[src/rtl/memory_island_pkg.sv]
`default_nettype none
// ============================================================================
// Module      : memory_island_pkg
// Description : Shared types and helpers for the memory-island bank adapters.
//               Holds the bank request struct, the response payload type and
//               the credit-counter width helper.
// Revision    : 1.0 - initial release
// ============================================================================
package memory_island_pkg;

    localparam int c_ADDR_MEM_WIDTH = 12;
    localparam int c_DATA_WIDTH     = 32;
    localparam int c_BE_WIDTH       = c_DATA_WIDTH / 8;

    // Request as seen at the bank port.
    typedef struct packed {
        logic                        we;
        logic [c_BE_WIDTH-1:0]       be;
        logic [c_ADDR_MEM_WIDTH-1:0] addr;
        logic [c_DATA_WIDTH-1:0]     wdata;
    } bank_req_t;

    // Response payload carried by the response FIFO.
    typedef logic [c_DATA_WIDTH-1:0] bank_rdata_t;

    // Bits needed to count 0..depth inclusive.
    function automatic int cnt_width(input int depth);
        return $clog2(depth + 1);
    endfunction

endpackage
`default_nettype wire

[src/rtl/fifo_v3.sv]
`default_nettype none
// ============================================================================
// Module      : fifo_v3
// Description : Small synchronous FIFO with optional fall-through. In
//               fall-through mode a push into an empty FIFO is visible on
//               data_o in the same cycle; a push and pop in that cycle bypass
//               the storage entirely.
// Ports       : clk_i, rst_ni (async, active-low), flush_i (sync clear),
//               full_o, empty_o, data_i/push_i (write side),
//               data_o/pop_i (read side).
// Revision    : 1.0 - initial release
// ============================================================================
module fifo_v3 #(
    parameter bit FALL_THROUGH = 1'b0,
    parameter int DATA_WIDTH   = 32,
    parameter int DEPTH        = 2
) (
    input  logic                  clk_i,
    input  logic                  rst_ni,
    input  logic                  flush_i,
    output logic                  full_o,
    output logic                  empty_o,
    input  logic [DATA_WIDTH-1:0] data_i,
    input  logic                  push_i,
    output logic [DATA_WIDTH-1:0] data_o,
    input  logic                  pop_i
);

    localparam int c_PTR_W = (DEPTH > 1) ? $clog2(DEPTH) : 1;
    localparam int c_CNT_W = $clog2(DEPTH + 1);

    logic [DATA_WIDTH-1:0] r_mem [DEPTH];
    logic [c_PTR_W-1:0]    r_rd_ptr;
    logic [c_PTR_W-1:0]    r_wr_ptr;
    logic [c_CNT_W-1:0]    r_cnt;

    logic w_stored_empty;
    logic w_bypass;
    logic w_write;
    logic w_read;

    assign w_stored_empty = (r_cnt == '0);
    assign w_bypass       = FALL_THROUGH & w_stored_empty & push_i;
    assign empty_o        = w_stored_empty & ~w_bypass;
    assign full_o         = (r_cnt == c_CNT_W'(DEPTH));
    assign data_o         = w_bypass ? data_i : r_mem[r_rd_ptr];

    // A bypassed beat that is popped in the same cycle never touches storage.
    assign w_write = push_i & ~full_o & ~(w_bypass & pop_i);
    assign w_read  = pop_i & ~w_stored_empty;

    always_ff @(posedge clk_i or negedge rst_ni) begin
        if (!rst_ni) begin
            r_rd_ptr <= '0;
            r_wr_ptr <= '0;
            r_cnt    <= '0;
            for (int i = 0; i < DEPTH; i++) begin
                r_mem[i] <= '0;
            end
        end else if (flush_i) begin
            r_rd_ptr <= '0;
            r_wr_ptr <= '0;
            r_cnt    <= '0;
        end else begin
            if (w_write) begin
                r_mem[r_wr_ptr] <= data_i;
                r_wr_ptr <= (r_wr_ptr == c_PTR_W'(DEPTH - 1)) ? '0 : r_wr_ptr + c_PTR_W'(1);
            end
            if (w_read) begin
                r_rd_ptr <= (r_rd_ptr == c_PTR_W'(DEPTH - 1)) ? '0 : r_rd_ptr + c_PTR_W'(1);
            end
            if (w_write & ~w_read) begin
                r_cnt <= r_cnt + c_CNT_W'(1);
            end else if (~w_write & w_read) begin
                r_cnt <= r_cnt - c_CNT_W'(1);
            end
        end
    end

endmodule
`default_nettype wire

[src/rtl/varlat_bank_adapter.sv]
`default_nettype none
// ============================================================================
// Module      : varlat_bank_adapter
// Description : Adapts a fixed-latency SRAM macro to the variable-latency
//               in-order interconnect. Response-producing requests consume a
//               credit; a tag pipeline matching the SRAM latency marks which
//               read-data beats are pushed into a fall-through response FIFO.
//               Credits equal FIFO depth, so a push never finds it full.
// Ports       : clk_i, rst_i (async, active-high)
//               req_i/gnt_o, add_i, we_i, wdata_i, be_i  - request side
//               rvalid_o/rready_i, rdata_o              - response side
//               mem_req_o, mem_we_o, mem_addr_o, mem_wdata_o, mem_be_o,
//               mem_rdata_i                             - SRAM side
// Revision    : 1.0 - initial release
// ============================================================================
import memory_island_pkg::*;

module varlat_bank_adapter #(
    parameter int AddrMemWidth = 12,
    parameter int DataWidth    = 32,
    parameter int BeWidth      = DataWidth / 8,
    parameter int SramLatency  = 1,
    parameter int RespDepth    = 2,
    parameter bit WriteRespOn  = 1'b1
) (
    input  logic                    clk_i,
    input  logic                    rst_i,
    input  logic                    req_i,
    output logic                    gnt_o,
    input  logic [AddrMemWidth-1:0] add_i,
    input  logic                    we_i,
    input  logic [DataWidth-1:0]    wdata_i,
    input  logic [BeWidth-1:0]      be_i,
    output logic                    rvalid_o,
    input  logic                    rready_i,
    output logic [DataWidth-1:0]    rdata_o,
    output logic                    mem_req_o,
    output logic                    mem_we_o,
    output logic [AddrMemWidth-1:0] mem_addr_o,
    output logic [DataWidth-1:0]    mem_wdata_o,
    output logic [BeWidth-1:0]      mem_be_o,
    input  logic [DataWidth-1:0]    mem_rdata_i
);

    localparam int c_CNT_W = cnt_width(RespDepth);

    logic [c_CNT_W-1:0]     r_credit;
    logic [SramLatency-1:0] r_tag;

    logic w_resp_req;
    logic w_take;
    logic w_pop;
    logic w_push;
    logic w_full;
    logic w_empty;

    // Writes need no credit when they produce no response beat. The grant
    // looks only at the credit register, so a pop frees a credit next cycle.
    assign w_resp_req = ~we_i | WriteRespOn;
    assign gnt_o      = req_i & ~rst_i & ((r_credit != '0) | (we_i & ~WriteRespOn));
    assign mem_req_o  = req_i & gnt_o;

    assign mem_we_o    = we_i;
    assign mem_addr_o  = add_i;
    assign mem_wdata_o = wdata_i;
    assign mem_be_o    = be_i;

    assign w_take   = mem_req_o & w_resp_req;
    assign w_pop    = rvalid_o & rready_i;
    assign rvalid_o = ~w_empty;
    assign w_push   = r_tag[SramLatency-1];

    always_ff @(posedge clk_i or posedge rst_i) begin
        if (rst_i) begin
            r_credit <= c_CNT_W'(RespDepth);
        end else if (w_take & ~w_pop) begin
            r_credit <= r_credit - c_CNT_W'(1);
        end else if (~w_take & w_pop) begin
            r_credit <= r_credit + c_CNT_W'(1);
        end
    end

    // Tag pipeline: bit i marks that the SRAM beat arriving i+1 cycles after
    // acceptance belongs to a response-producing request.
    if (SramLatency == 1) begin : g_tag_single
        always_ff @(posedge clk_i or posedge rst_i) begin
            if (rst_i) begin
                r_tag <= '0;
            end else begin
                r_tag <= w_take;
            end
        end
    end else begin : g_tag_shift
        always_ff @(posedge clk_i or posedge rst_i) begin
            if (rst_i) begin
                r_tag <= '0;
            end else begin
                r_tag <= {r_tag[SramLatency-2:0], w_take};
            end
        end
    end

    fifo_v3 #(
        .FALL_THROUGH (1'b1),
        .DATA_WIDTH   (DataWidth),
        .DEPTH        (RespDepth)
    ) u_resp_fifo (
        .clk_i   (clk_i),
        .rst_ni  (~rst_i),
        .flush_i (1'b0),
        .full_o  (w_full),
        .empty_o (w_empty),
        .data_i  (mem_rdata_i),
        .push_i  (w_push),
        .data_o  (rdata_o),
        .pop_i   (w_pop)
    );

`ifndef SYNTHESIS
    a_credit_range : assert property (@(posedge clk_i) disable iff (rst_i)
        (r_credit <= c_CNT_W'(RespDepth)) && !(w_take && !w_pop && (r_credit == '0)));
    a_no_overflow : assert property (@(posedge clk_i) disable iff (rst_i)
        !(w_push && w_full));
`endif

endmodule
`default_nettype wire

[config.mk]
export PLATFORM = sky130hd
export DESIGN_NAME = varlat_bank_adapter
export DESIGN_NICKNAME = d
export VERILOG_FILES = /design/src/rtl/memory_island_pkg.sv /design/src/rtl/fifo_v3.sv /design/src/rtl/varlat_bank_adapter.sv
export SDC_FILE = /design/constraint.sdc
export NUM_CORES = 1
export LEC_CHECK = 0
export BUFFER_PORTS_ARGS = -buffer_cell sky130_fd_sc_hd__buf_4
export CAP_MARGIN = 10
export CORE_UTILIZATION = 48
export DETAILED_ROUTE_END_ITERATION = 16
export PLACE_DENSITY_LB_ADDON = 0.2
export RECOVER_POWER = 25
export REMOVE_ABC_BUFFERS = 1
export SYNTH_ARGS = -nofsm -noshare
export SYNTH_HDL_FRONTEND = slang
export SYNTH_HIERARCHICAL = 1
export SYNTH_SLANG_ARGS = --single-unit
[constraint.sdc]
create_clock -name clk_i -period 2.55 [get_ports clk_i]
set_input_delay 0.1275 -clock clk_i [delete_from_list [all_inputs] [get_ports clk_i]]
set_output_delay 0.1275 -clock clk_i [all_outputs]
set_load 0.02 [all_outputs]
==> metrics.yaml <==
critical_path:
  critPathKind: "reg2reg"
  arrival_ns: 2.40
  worst_setup_path_end_kind: "register"
  crit_top_cell: "inv_1"
  r2r_end: "u_resp_fifo/r_mem[19]"
  rrSetupSlack_ns: 0.37
  crit_path_max_fanout: 9
  cp_num_buf_inv: 3
  reg2reg_depth: 8
  critical_path.top_delay_family: "simple AND/OR/NAND/NOR gates"
  cp.required_ns: 2.76
  cpPeakStageDelay_ns: 0.48
  cp-start-kind: "register"
  r2r_start: "u_resp_fifo/r_cnt[0]"
  crit_path_cell_trace: "nor3_1 > inv_1 > nand2_1 > inv_1 > o21bai_4 > and4b_2 > buf_4 > mux2_4"
  slowest_stage: "dfrtp_1"
drt:
  drt-total-wl_mm: 8.84
  drtPass1Iterations: 6
  highest_layer: "met5"
  met2_length_mm: 3.32
  ant_nets: 0
  drc_errors: 0
  met3_length_mm: 1.34
  wire_per_inst_um: 18.8
  m1WireLength_mm: 3.99
  vias: 2473
  avgViaCountPerCell: 5.26
  drt-initial-drc-count: 61
clocking:
  cts.repair.resized: 0
  cts_root_buf: "clkbuf_8"
  clk_transition_reported_paths_ns: 0.07
  cts_setup_buffers: 0
  clock_sinks: 71
  numCtsBuffers: 9
  clk_latency_ns: 0.33
  cts_tree: "yes"
  clock_path_buffers: 2
  cts_max_level: 3
synthesis:
  netlist.area_leader.share_pct: 44.0
  synth_async_sr_flop_share_pct: 100
  yosysWarnings: 6
  syn_area_per_cell_um2: 11.8
  synth_area_leaders: "dfrtp_1 (44%), mux2_4 (11%), mux2_2 (9.6%)"
  yosysTopAreaCell: "dfrtp_1"
  synth-seq-cells: 71
  ys_types: 32
  syn-cell-area_um2: 3980
  synth-edff-count: 0
  synth-main-ff-cell: "dfrtp_1"
  yosysMostFrequentCell: "dfrtp_1"
  netlist_top_cells_count: "dfrtp_1 (70), buf_4 (49), nand2_1 (35)"
  ys_seq_area_share_pct: 44.7
  synthesis.instances: 336
timing:
  finalMaxSlewViolations: 0
  tightest_slew_ns: 0.591
  finalHoldViolCount: 0
  setup_slack_ns: 0.369
  whs_ns: 0.0374
  fin_crit_sh_pct: 85.5
  max_slew_margin_pct: 60.6
  fin_tns_setup_ns: 0
  fin_skew_ns: 0.00448
  rsz0062_at_grt: "no"
  max_freq_mhz: 459
  setup_viol: 0
  post-route-min-period_ns: 2.18
floorplan:
  die_y_um: 93.0
  start_util_pct: 50.4
  die_area_um2: 8660
  die_w_um: 93.0
  io_pins: 169
  rows: 32
  core_um2: 7890
hold_path:
  worst_hold_path.endpoint: "u_resp_fifo/r_mem[11]"
  hp-class: "in2reg"
  hp-start: "mem_rdata_i[11]"
  holdPathStages: 2
place:
  post-place-ws_ns: 0.355
  io_buffers: 70
  gp_congestion: 0.696
  place_hpwl_mm: 6.45
global_route:
  track_usage_pct: 21.5
  grt_max_degree: 43
  antenna_found_initial: 0
  grt_pass1_wl_mm: 13.8
  grt_pass1_vias: 2406
  grt.overflow.total: 0
job:
  cap_violations: 0
status:
  outcome: "completed"
power_and_ir_drop:
  ir_worst_vdd_v: 0.000236
  p_per_area_nw_per_um2: 438
  p_leak_nw: 2.15
final_layout:
  drive_above_1_share_pct: 45.1
  n_antenna_cell: 0
  final.fill_count: 671
  area_delta_synth_final_pct: 11.1
  final_nets: 451
repair_timing:
| item | in CTS | in global routing |
|---|---|---|
| hold endpoints to repair | 28 | 0 |
| hold buffers | 1 | 0 |
| endpoints found under the setup margin | 0 | 0 |
placed cells by master (no fill, tap or decap):
master         Yosys  routed
clkinvlp_4         0       1
buf_12             3       3
mux2i_1           32      32
dfstp_2            1       1
and4b_2            0       1
a21oi_1            2       2
and2b_1            1       1
o21a_1             1       1
nor2_1             4       4
mux2_2            34      34
xnor2_1            2       2
clkbuf_4           0       1
conb_1             1       6
nor3_1             1       1
inv_1              5       5
a211o_2            1       1
nand3_1            1       1
clkinv_2           0       4
nand2b_1           1       1
clkbuf_8           0       9
nand2_1           35      35
o211a_1            2       2
ha_1               1       1
o21bai_4           1       1
nand3_2            1       1
a32oi_1            1       1
dlygate4sd3_1      0       1
mux2_4            30      30
dfrtp_1           70      69
o21ai_0           33      33
xor2_1             3       3
dfrtp_2            0       1
nor3b_4            0       1
buf_4             49      77
o21ai_1            1       1
layer usage:
| metal | vias up | track usage (%) |
|---|---|---|
| li1 | 1150 | - |
| met1 | 1172 | 29.4 |
| met2 | 135 | 25.1 |
| met3 | 12 | 15.7 |
| met4 | 4 | 5.90 |
| met5 | - | 10.9 |
through the flow:
stage | util [%] | total power [W] | instances | cell area, µm²
after detailed placement | 54.0 | 0.00124 | 455 | 4260
after global placement | 54.0 | 0.00124 | 455 | 4260
final | 56.0 | 0.00193 | 470 | 4420
after floorplan | - | 0.00117 | 272 | 3480
after CTS | 56.0 | 0.00197 | 470 | 4420
after global routing | 56.0 | 0.00202 | 470 | 4420
state kept, by name, indices dropped and copies added, names as in the netlist:
signal and count:
u_resp_fifo/r_rd_ptr 1, r_credit 2, u_resp_fifo/r_mem 64, u_resp_fifo/r_cnt 2
r_tag 1, u_resp_fifo/r_wr_ptr 1
layout make-up:
class                   count  area, µm²  share of cell area [%]
flip-flops and latches     71       1780                    40.2
multi-input cells         196       1690                    38.2
clock inverters             5       27.5                   0.623
repair buffers             82        656                    14.8
inverters                   5       18.8                   0.425
clock buffers               9        124                    2.80
well taps                 102        128                    2.89
how the worst max path moves through the flow:
stage | from | endpoint | depth (start not counted)
floorplan | u_resp_fifo/r_cnt[1] | u_resp_fifo/r_mem[8] | 7
global placement | u_resp_fifo/r_cnt[0] | u_resp_fifo/r_mem[10] | 8
detailed placement | u_resp_fifo/r_cnt[0] | u_resp_fifo/r_mem[31] | 8
CTS | u_resp_fifo/r_cnt[0] | u_resp_fifo/r_mem[5] | 8
global route | u_resp_fifo/r_cnt[0] | u_resp_fifo/r_mem[25] | 8
finish | u_resp_fifo/r_cnt[0] | u_resp_fifo/r_mem[19] | 8
cell families (layout without fill, tap and decap cells):
| family | count (synthesis) | in the layout | synth area share [%] |
|---|---|---|---|
| mux | 96 | 96 | 29.0 |
| buf+inv | 74 | 101 | 13.6 |
| flops | 71 | 71 | 44.7 |
| simple gates | 46 | 46 | 5.09 |
| compound gates | 42 | 42 | 6.16 |
| xor+xnor | 5 | 5 | 1.10 |
| fa+ha+maj | 1 | 1 | 0.314 |
| other cells | 1 | 6 | 0.0942 |
report_power, final:
part | switching, W | internal, W
sequential | 0.0000000000000000000285 | 0.00113
clock | 0.000388 | 0.000335
combinational | 0.0000465 | 0.0000403
total | 0.000434 | 0.00150
No activity file was read; power rests on OpenSTA's default activity.
